`src/rtl/hazard_pkg.sv`:
```
// Shared types and constants for the pipeline hazard sequencer.
package hazard_pkg;

   typedef enum logic {HZ_RUN, HZ_MDU_WAIT} hz_state_e;

   typedef logic [4:0] reg_idx_t;

   localparam reg_idx_t REG_ZERO = 5'd0;

   // True when a DE source operand is actually read and names the given rd.
   function automatic logic src_match(input reg_idx_t rs,
                                      input logic     used,
                                      input reg_idx_t rd);
      return used && (rs == rd);
   endfunction

endpackage

```
`src/rtl/hazard_perf_cnt.sv`:
```
// Saturating event counter: counts cycles with inc high, holds at all-ones.
module hazard_perf_cnt
   import hazard_pkg::*;
#(
   parameter int W = 32
) (
   input  logic         clk,
   input  logic         rst_n,
   input  logic         inc,
   output logic [W-1:0] count
);

   // Count up on inc until all-ones, then hold.
   always_ff @(posedge clk or negedge rst_n) begin
      if (!rst_n) begin
         count <= '0;
      end else if (inc && (count != '1)) begin
         count <= count + W'(1);
      end
   end

endmodule

```
`src/rtl/hazard_ctrl.sv`:
```
// Pipeline hazard sequencer for the 5-stage core: load-use stall,
// taken-branch flush and multi-cycle MDU freeze. Drives stage-register
// enables/flushes and the PC enable.
// Optional build macro HAZARD_PERF_CNT_EN adds saturating perf counters
// (stall_cnt, flush_cnt, mdu_cnt); control behaviour is identical either way.
module hazard_ctrl
   import hazard_pkg::*;
#(
   parameter int MDU_LAT = 4,
   parameter int PERF_W  = 32
) (
   input  logic              clk,
   input  logic              rst_n,
   input  reg_idx_t          rs1_de,
   input  reg_idx_t          rs2_de,
   input  logic              rs1_used_de,
   input  logic              rs2_used_de,
   input  reg_idx_t          rd_ex,
   input  logic              RUWr_ex,
   input  logic              DMRd_ex,
   input  logic              br_taken_ex,
   input  logic              mdu_start_ex,
   output logic              pc_en,
   output logic              if_de_en,
   output logic              if_de_flush,
   output logic              de_ex_en,
   output logic              de_ex_flush,
   output logic              ex_me_bubble,
   output logic              mdu_busy
`ifdef HAZARD_PERF_CNT_EN
   ,
   output logic [PERF_W-1:0] stall_cnt,
   output logic [PERF_W-1:0] flush_cnt,
   output logic [PERF_W-1:0] mdu_cnt
`endif
);

   localparam int CNT_W = $clog2(MDU_LAT) + 1;
   // A single-cycle MDU op needs no freeze, so the FSM never leaves RUN.
   localparam bit MDU_FREEZE_EN = (MDU_LAT > 1);
   localparam logic [CNT_W-1:0] CNT_LOAD = MDU_FREEZE_EN ? CNT_W'(MDU_LAT - 2) : '0;

   hz_state_e        state, state_nxt;
   logic [CNT_W-1:0] cnt, cnt_nxt;
   logic             load_use;
   logic             stall_ev, flush_ev, freeze_ev;

   assign load_use = DMRd_ex && RUWr_ex && (rd_ex != REG_ZERO) &&
                     (src_match(rs1_de, rs1_used_de, rd_ex) ||
                      src_match(rs2_de, rs2_used_de, rd_ex));

   // State and wait-counter registers.
   // NOTE: sequential state uses non-blocking (<=) so every register samples
   // pre-edge values; the combinational block below uses blocking (=).
   always_ff @(posedge clk or negedge rst_n) begin
      if (!rst_n) begin
         state <= HZ_RUN;
         cnt   <= '0;
      end else begin
         state <= state_nxt;
         cnt   <= cnt_nxt;
      end
   end

   // Next-state and control outputs; priority in RUN is branch > MDU > load-use.
   always_comb begin
      // NOTE: every output gets a default first so no path leaves a latch.
      state_nxt    = state;
      cnt_nxt      = cnt;
      pc_en        = 1'b1;
      if_de_en     = 1'b1;
      if_de_flush  = 1'b0;
      de_ex_en     = 1'b1;
      de_ex_flush  = 1'b0;
      ex_me_bubble = 1'b0;
      mdu_busy     = 1'b0;
      stall_ev     = 1'b0;
      flush_ev     = 1'b0;
      freeze_ev    = 1'b0;
      // While reset is asserted the pipeline sees idle controls, even if
      // EX still presents an MDU op or a hazard.
      if (rst_n) begin
         unique case (state)
            HZ_RUN: begin
               if (br_taken_ex) begin
                  // DE and EX hold wrong-path instructions; squash both.
                  if_de_flush = 1'b1;
                  de_ex_flush = 1'b1;
                  flush_ev    = 1'b1;
               end else if (mdu_start_ex && MDU_FREEZE_EN) begin
                  pc_en        = 1'b0;
                  if_de_en     = 1'b0;
                  de_ex_en     = 1'b0;
                  ex_me_bubble = 1'b1;
                  freeze_ev    = 1'b1;
                  cnt_nxt      = CNT_LOAD;
                  state_nxt    = HZ_MDU_WAIT;
               end else if (load_use) begin
                  // One bubble; next cycle the load is in ME and forwards.
                  pc_en       = 1'b0;
                  if_de_en    = 1'b0;
                  de_ex_flush = 1'b1;
                  stall_ev    = 1'b1;
               end
            end
            HZ_MDU_WAIT: begin
               mdu_busy = 1'b1;
               if (cnt != '0) begin
                  pc_en        = 1'b0;
                  if_de_en     = 1'b0;
                  de_ex_en     = 1'b0;
                  ex_me_bubble = 1'b1;
                  freeze_ev    = 1'b1;
                  cnt_nxt      = cnt - CNT_W'(1);
               end else begin
                  // The MDU op leaves EX on this edge.
                  state_nxt = HZ_RUN;
               end
            end
            default: begin
               state_nxt = HZ_RUN;
               cnt_nxt   = '0;
            end
         endcase
      end
   end

`ifdef HAZARD_PERF_CNT_EN
   hazard_perf_cnt #(.W(PERF_W)) u_stall_cnt (
      .clk   (clk),
      .rst_n (rst_n),
      .inc   (stall_ev),
      .count (stall_cnt)
   );

   hazard_perf_cnt #(.W(PERF_W)) u_flush_cnt (
      .clk   (clk),
      .rst_n (rst_n),
      .inc   (flush_ev),
      .count (flush_cnt)
   );

   hazard_perf_cnt #(.W(PERF_W)) u_mdu_cnt (
      .clk   (clk),
      .rst_n (rst_n),
      .inc   (freeze_ev),
      .count (mdu_cnt)
   );
`else
   localparam int perf_w_unused = PERF_W;
   logic unused_events;
   assign unused_events = stall_ev ^ flush_ev ^ freeze_ev;
`endif

endmodule

```
`config.mk`:
```
export PLATFORM = sky130hd
export DESIGN_NAME = hazard_ctrl
export DESIGN_NICKNAME = d
export VERILOG_FILES = /design/src/rtl/hazard_pkg.sv /design/src/rtl/hazard_perf_cnt.sv /design/src/rtl/hazard_ctrl.sv
export SDC_FILE = /design/constraint.sdc
export NUM_CORES = 1
export LEC_CHECK = 0
export BUFFER_PORTS_ARGS = -buffer_cell sky130_fd_sc_hd__buf_2
export CORE_AREA = 2 2 39 41
export CTS_BUF_LIST = sky130_fd_sc_hd__clkbuf_16
export DETAILED_ROUTE_END_ITERATION = 8
export DIE_AREA = 0 0 41 43
export GPL_ROUTABILITY_DRIVEN = 0
export PLACE_DENSITY = 0.76
export SYNTH_ARGS = -nofsm -noshare
export SYNTH_HDL_FRONTEND = slang
export SYNTH_SLANG_ARGS = --single-unit
```
`constraint.sdc`:
```
create_clock -name clk -period 1.85 [get_ports clk]
set_input_delay 0.37 -clock clk [delete_from_list [all_inputs] [get_ports clk]]
set_output_delay 0.37 -clock clk [all_outputs]
set_load 0.01 [all_outputs]
```
### After elaboration in Yosys (flattened, before gate mapping)

Cells that the tools add are included.

| storage, ports and cells | value |
|---|---|
| register bits | 4 |
| output and inout bits | 7 |
| word-level logic and storage cells | 47 |

| operators by class | value |
|---|---|
| $add $sub $neg | 1 |
| equal/unequal tests | 5 |
| multiplexer cells | 29 |
| bitwise gates (word level) | 1 |
| reductions and logical operators | 9 |

Operators by type and width:

| operator | count |
|---|---|
| 2-to-1 mux 1 bit | 22 |
| == test 5 bit | 2 |
| 2-to-1 mux 3 bit | 3 |
| case mux 1 bit (2 select lines) | 3 |
| case mux 3 bit (2 select lines) | 1 |
| logical AND 1 bit | 5 |
| nonzero test 5 bit | 1 |
| != test 2 bit, second input constant | 2 |
| AND reduction 4 bit | 1 |
| nonzero test 3 bit | 1 |
| subtractor 3 x 1 -> 3 bit, second input constant | 1 |
| != test 2 x 1 -> 1 bit, second input constant | 1 |
| logical OR 1 bit | 1 |
| NOT 1 bit | 1 |

### Depth between registers and ports, before layout

| logic depth | value |
|---|---|
| word-level depth | 9 |
| mapped depth | 8 |
| depth with buffers taken out | 7 |

### Least setup slack after synthesis

OpenSTA, ideal clock, no wires.

| timing path | value |
|---|---|
| kind | in2out |
| start | input port rd_ex[3] |
| end | output port pc_en |
| arrival time | 1.531 ns |
| data required time | 1.480 ns |
| slack | -0.051 ns |
| stages on the path | 5 |
| path buffers | 1 |
| cell sequence | xor2_1 -> nor4_2 -> a32oi_1 -> o41a_1 -> buf_4 |

| between the ends | value |
|---|---|
| longest elaborated chain between the ends | 9 |
| elaborated cells between the ends (all ways) | 13 |
| classes of those cells | 2 x eq/ne; 5 x mux; 6 x reduce/logical |

RTL lines:

| what | RTL line | source |
|---|---|---|
| start, declared | hazard_ctrl.sv:18 | `input reg_idx_t rd_ex,` |
| == test 5 bit | hazard_pkg.sv:14 | `return used && (rs == rd);` |
| logical AND 1 bit | hazard_pkg.sv:14 |  |
| logical OR 1 bit | hazard_ctrl.sv:49 | `(src_match(rs1_de, rs1_used_de, rd_ex) \|\|` |
| logical AND 1 bit * | hazard_ctrl.sv:48 | `assign load_use = DMRd_ex && RUWr_ex && (rd_ex != REG_ZERO) &&` |
| 2-to-1 mux 1 bit * (3 in series) | n/a |  |
| case mux 1 bit (2 select lines) * | n/a |  |
| 2-to-1 mux 1 bit * | n/a |  |
| end, declared | hazard_ctrl.sv:23 | `output logic pc_en,` |

Every way passes the cells marked *; elsewhere a longest branch is shown, timed or not.

### Worst setup path after layout

| timing path | value |
|---|---|
| start | register cnt[1] |
| end | output port if_de_en |

| between the ends | value |
|---|---|
| longest elaborated chain between the ends | 4 |

RTL lines:

| what | RTL line | source |
|---|---|---|
| start, declared | hazard_ctrl.sv:44 | `logic [CNT_W-1:0] cnt, cnt_nxt;` |
| start signal, assigned | hazard_ctrl.sv:61 | `cnt <= cnt_nxt;` |
| nonzero test 3 bit | hazard_ctrl.sv:108 | `if (cnt != '0) begin` |
| 2-to-1 mux 1 bit | hazard_ctrl.sv:108 |  |
| case mux 1 bit (2 select lines) | hazard_ctrl.sv:83 | `unique case (state)` |
| 2-to-1 mux 1 bit | hazard_ctrl.sv:82 | `if (rst_n) begin` |
| end, declared | hazard_ctrl.sv:24 | `output logic if_de_en,` |

No other way between the ends.

==> results.sh <==
export IMPL_hold_viol_final=0
export IMPL_final_nets=114
export IMPL_hp_class="input pin to asynchronous set/reset pin"
export IMPL_synth_seq_cells=4
export IMPL_period_needed_ns=1.92
export IMPL_fmax_ghz=0.520
export IMPL_netlist_area_leader_share_pct=24.0
export IMPL_synth_cell_types=26
export IMPL_root_buffer="clkbuf_16"
export IMPL_drive_gt1_share_pct=56.3
export IMPL_syn_avg_cell_area_um2=8.36
export IMPL_tightest_slew_ns=0.212
export IMPL_layout_cells_non_filler=103
export IMPL_worst_path_largest_cell_delay_ns=0.43
export IMPL_p_per_area_nw_per_um2=1040
export IMPL_status="complete, but fails checks"
export IMPL_netlist_area_um2=418
export IMPL_cts_tree="built"
export IMPL_max_slew_margin_pct=85.8
export IMPL_cts_sinks=4
export IMPL_synthCells=50
export IMPL_rsz0062_at_grt="true"
export IMPL_end_kind="primary output"
export IMPL_path_clk_slew_ns=0.03
export IMPL_dp_hpwl_um=922
export IMPL_worst_ep_required_time_ns=1.48
export IMPL_criticalPathCategory="flop to primary output"
export IMPL_peakVddDrop_mv=0.529
export IMPL_final_cell_mix="buf_2 (24), xor2_1 (7), buf_4 (7), buf_6 (5), dfrtp_1 (4)"
export IMPL_leakage_nw=0.378
export IMPL_critPathArrivalTime_ns=1.55
export IMPL_numCtsBuffers=3
export IMPL_vias=492
export IMPL_worst_setup_path_start_kind="flop"
export IMPL_antenna_left=0
export IMPL_drtPass1Iterations=3
export IMPL_startpoint="cnt[1]$_DFFE_PN0P_"
export IMPL_clk_path_buf_depth=2
export IMPL_die_x_um=41
export IMPL_power_w=0.000800
export IMPL_cap_violations=0
export IMPL_highest_layer="met4"
export IMPL_m1WireLength_um=426
export IMPL_grt_max_degree=10
export IMPL_fillers=140
export IMPL_stdcell_area_um2=768
export IMPL_synth_area_top_cells="dfrtp_1 (24%), xor2_1 (17%), ha_1 (6.0%), inv_1 (4.5%), xnor2_1 (4.2%)"
export IMPL_post_dp_cell_area_um2=606
export IMPL_io_buffers=29
export IMPL_grt_usage_pct=16.5
export IMPL_yosysTopAreaCell="dfrtp_1"
export IMPL_dp_cells=97
export IMPL_dr_wl_met2_um=710
export IMPL_start_util_pct=30.2
export IMPL_r2r_start="cnt[1]$_DFFE_PN0P_"
export IMPL_timing_final_crit_share_pct=104
export IMPL_io_pins=30
export IMPL_placementRows=14
export IMPL_grt_pass1_wl_mm=1.89
export IMPL_r2r_slack_ns=0.46
export IMPL_setup_violations=2
export IMPL_slew_viol_final=0
export IMPL_synth_nets=75
export IMPL_syn_to_final_growth_pct=83.8
export IMPL_drt_iter0_drc=3
export IMPL_cp_cell_sequence="inv_2 > ha_4 > nand3b_1 > nand3_2 > o41a_1 > buf_2"
export IMPL_grt_remaining_overflow=0
export IMPL_wl_mm=1.26
export IMPL_clock_latency_ns=0.22
export IMPL_antenna_found_initial=0
export IMPL_avgRoutedWirePerCell_um=12.3
export IMPL_violations="setup timing"
export IMPL_ys_warnings_count=0
export IMPL_slowest_stage="o41a_1"
export IMPL_timing_final_ws_setup_ns=-0.0745
export IMPL_grt_pass1_vias=497
export IMPL_wl_met3_um=108
export IMPL_layout_commonest_cell="buf_2"
export IMPL_fp_dieH_um=43
export IMPL_ys_seq_area_share_pct=24.0
export IMPL_drc=0
export IMPL_via_per_inst=4.78
export IMPL_htree_levels=1
export IMPL_core_um2=1380
export IMPL_fin_skew_ns=0.00102
export IMPL_pre_cts_slack_ns=-0.0857
export IMPL_crit_path_max_fanout=3
export IMPL_die_area_um2=1760
export IMPL_antenna_cells=0
[layer usage]
layer  track usage [%]  vias up
li1                  -      245
met3              5.24        2
met2              29.7       27
met5                 0        -
met1              14.1      218
met4              10.0        0
[synth_stat cells]
library cell and number:
nor4_2 1, xor2_1 8, a22o_1 1, nor2_1 3, a21oi_1 1, nand2_1 2, nor4_1 1, a32oi_1 1
ha_1 2, or4_2 1, mux2i_1 1, and2_1 1, dfrtp_1 4, o31ai_1 1, nand2b_1 2, nand4_1 2
xnor2_1 2, and2_0 1, o41a_1 1, inv_1 5, o21ai_0 2, or2_1 1, nand3b_1 1, buf_4 1
nand3_1 3, buf_2 1
[per-stage QoR]
step / hold WS (ns) / setup TNS (ns) / utilization, %
3_3_place_gp: 0.289 / -0.107 / 43.8
6_report: 0.0790 / -0.149 / 55.5
2_1_floorplan: 0.0744 / 0 / -
3_5_place_dp: 0.295 / -0.173 / 43.8
5_1_grt: 0.0874 / -0.377 / 55.5
4_1_cts: 0.0746 / -0.116 / 52.2
[state kept, by name, indices dropped and copies added (netlist names)]
name / cells
state: 1
cnt: 3
[where the power goes]
part	switching [W]	internal [W]	leakage, nW	total (W)
logic	0.000143	0.000169	0.294	0.000312
clock network	0.0000598	0.000276	0.0370	0.000336
registers	0.0000293	0.000123	0.0473	0.000152
[cells by family (layout without fill, tap and decap cells)]
logic type               Yosys count  after routing  synth area share, %
buffers and inverters              7             44                 7.49
adder cells (fa/ha/maj)            2              2                 5.99
XOR/XNOR                          10             10                 21.0
AND/OR/NAND/NOR                   19             19                 26.9
multiplexers                       1              1                 2.40
AO/OA/AOI/OAI                      7              7                 12.3
flip-flops                         4              4                 24.0
[final timing paths]
path | cells after the start | endpoint
worst min-delay path | 2 | cnt[2]$_DFFE_PN0P_
worst min register to register | 1 | cnt[2]$_DFFE_PN0P_
min in group clk | 3 | state$_DFFE_PN0P_
max in group asynchronous | 2 | cnt[1]$_DFFE_PN0P_
worst max register to register | 6 | cnt[2]$_DFFE_PN0P_
worst max-delay path | 6 | if_de_en
[area by class of cell]
type / instances / area, um^2 / share of cell area (%)
sequential: 4 / 100 / 13.0
timing repair buffer: 36 / 229 / 29.8
tap: 16 / 20.0 / 2.61
multi-input combinational: 39 / 325 / 42.3
clock buffer: 3 / 75.1 / 9.77
inverter: 5 / 18.8 / 2.44
[critical path: cells and delay by family (launching register included)]
| family | cells | cell delay (ns) |
|---|---|---|
| adders and majority gates | 1 | 0.16 |
| AOI/OAI and AO/OA | 1 | 0.43 |
| DFF | 1 | 0.33 |
| and+or+nand+nor | 2 | 0.22 |
| buffers and inverters | 2 | 0.20 |
[what timing repair did]
action                     CTS  global route
setup endpoints to repair    5             5
setup buffers                2             1
hold buffers                 0             0
resized for setup            8             7
pin swaps                    7             5
cloned                       0             0
Power figures use the tool's default switching activity.
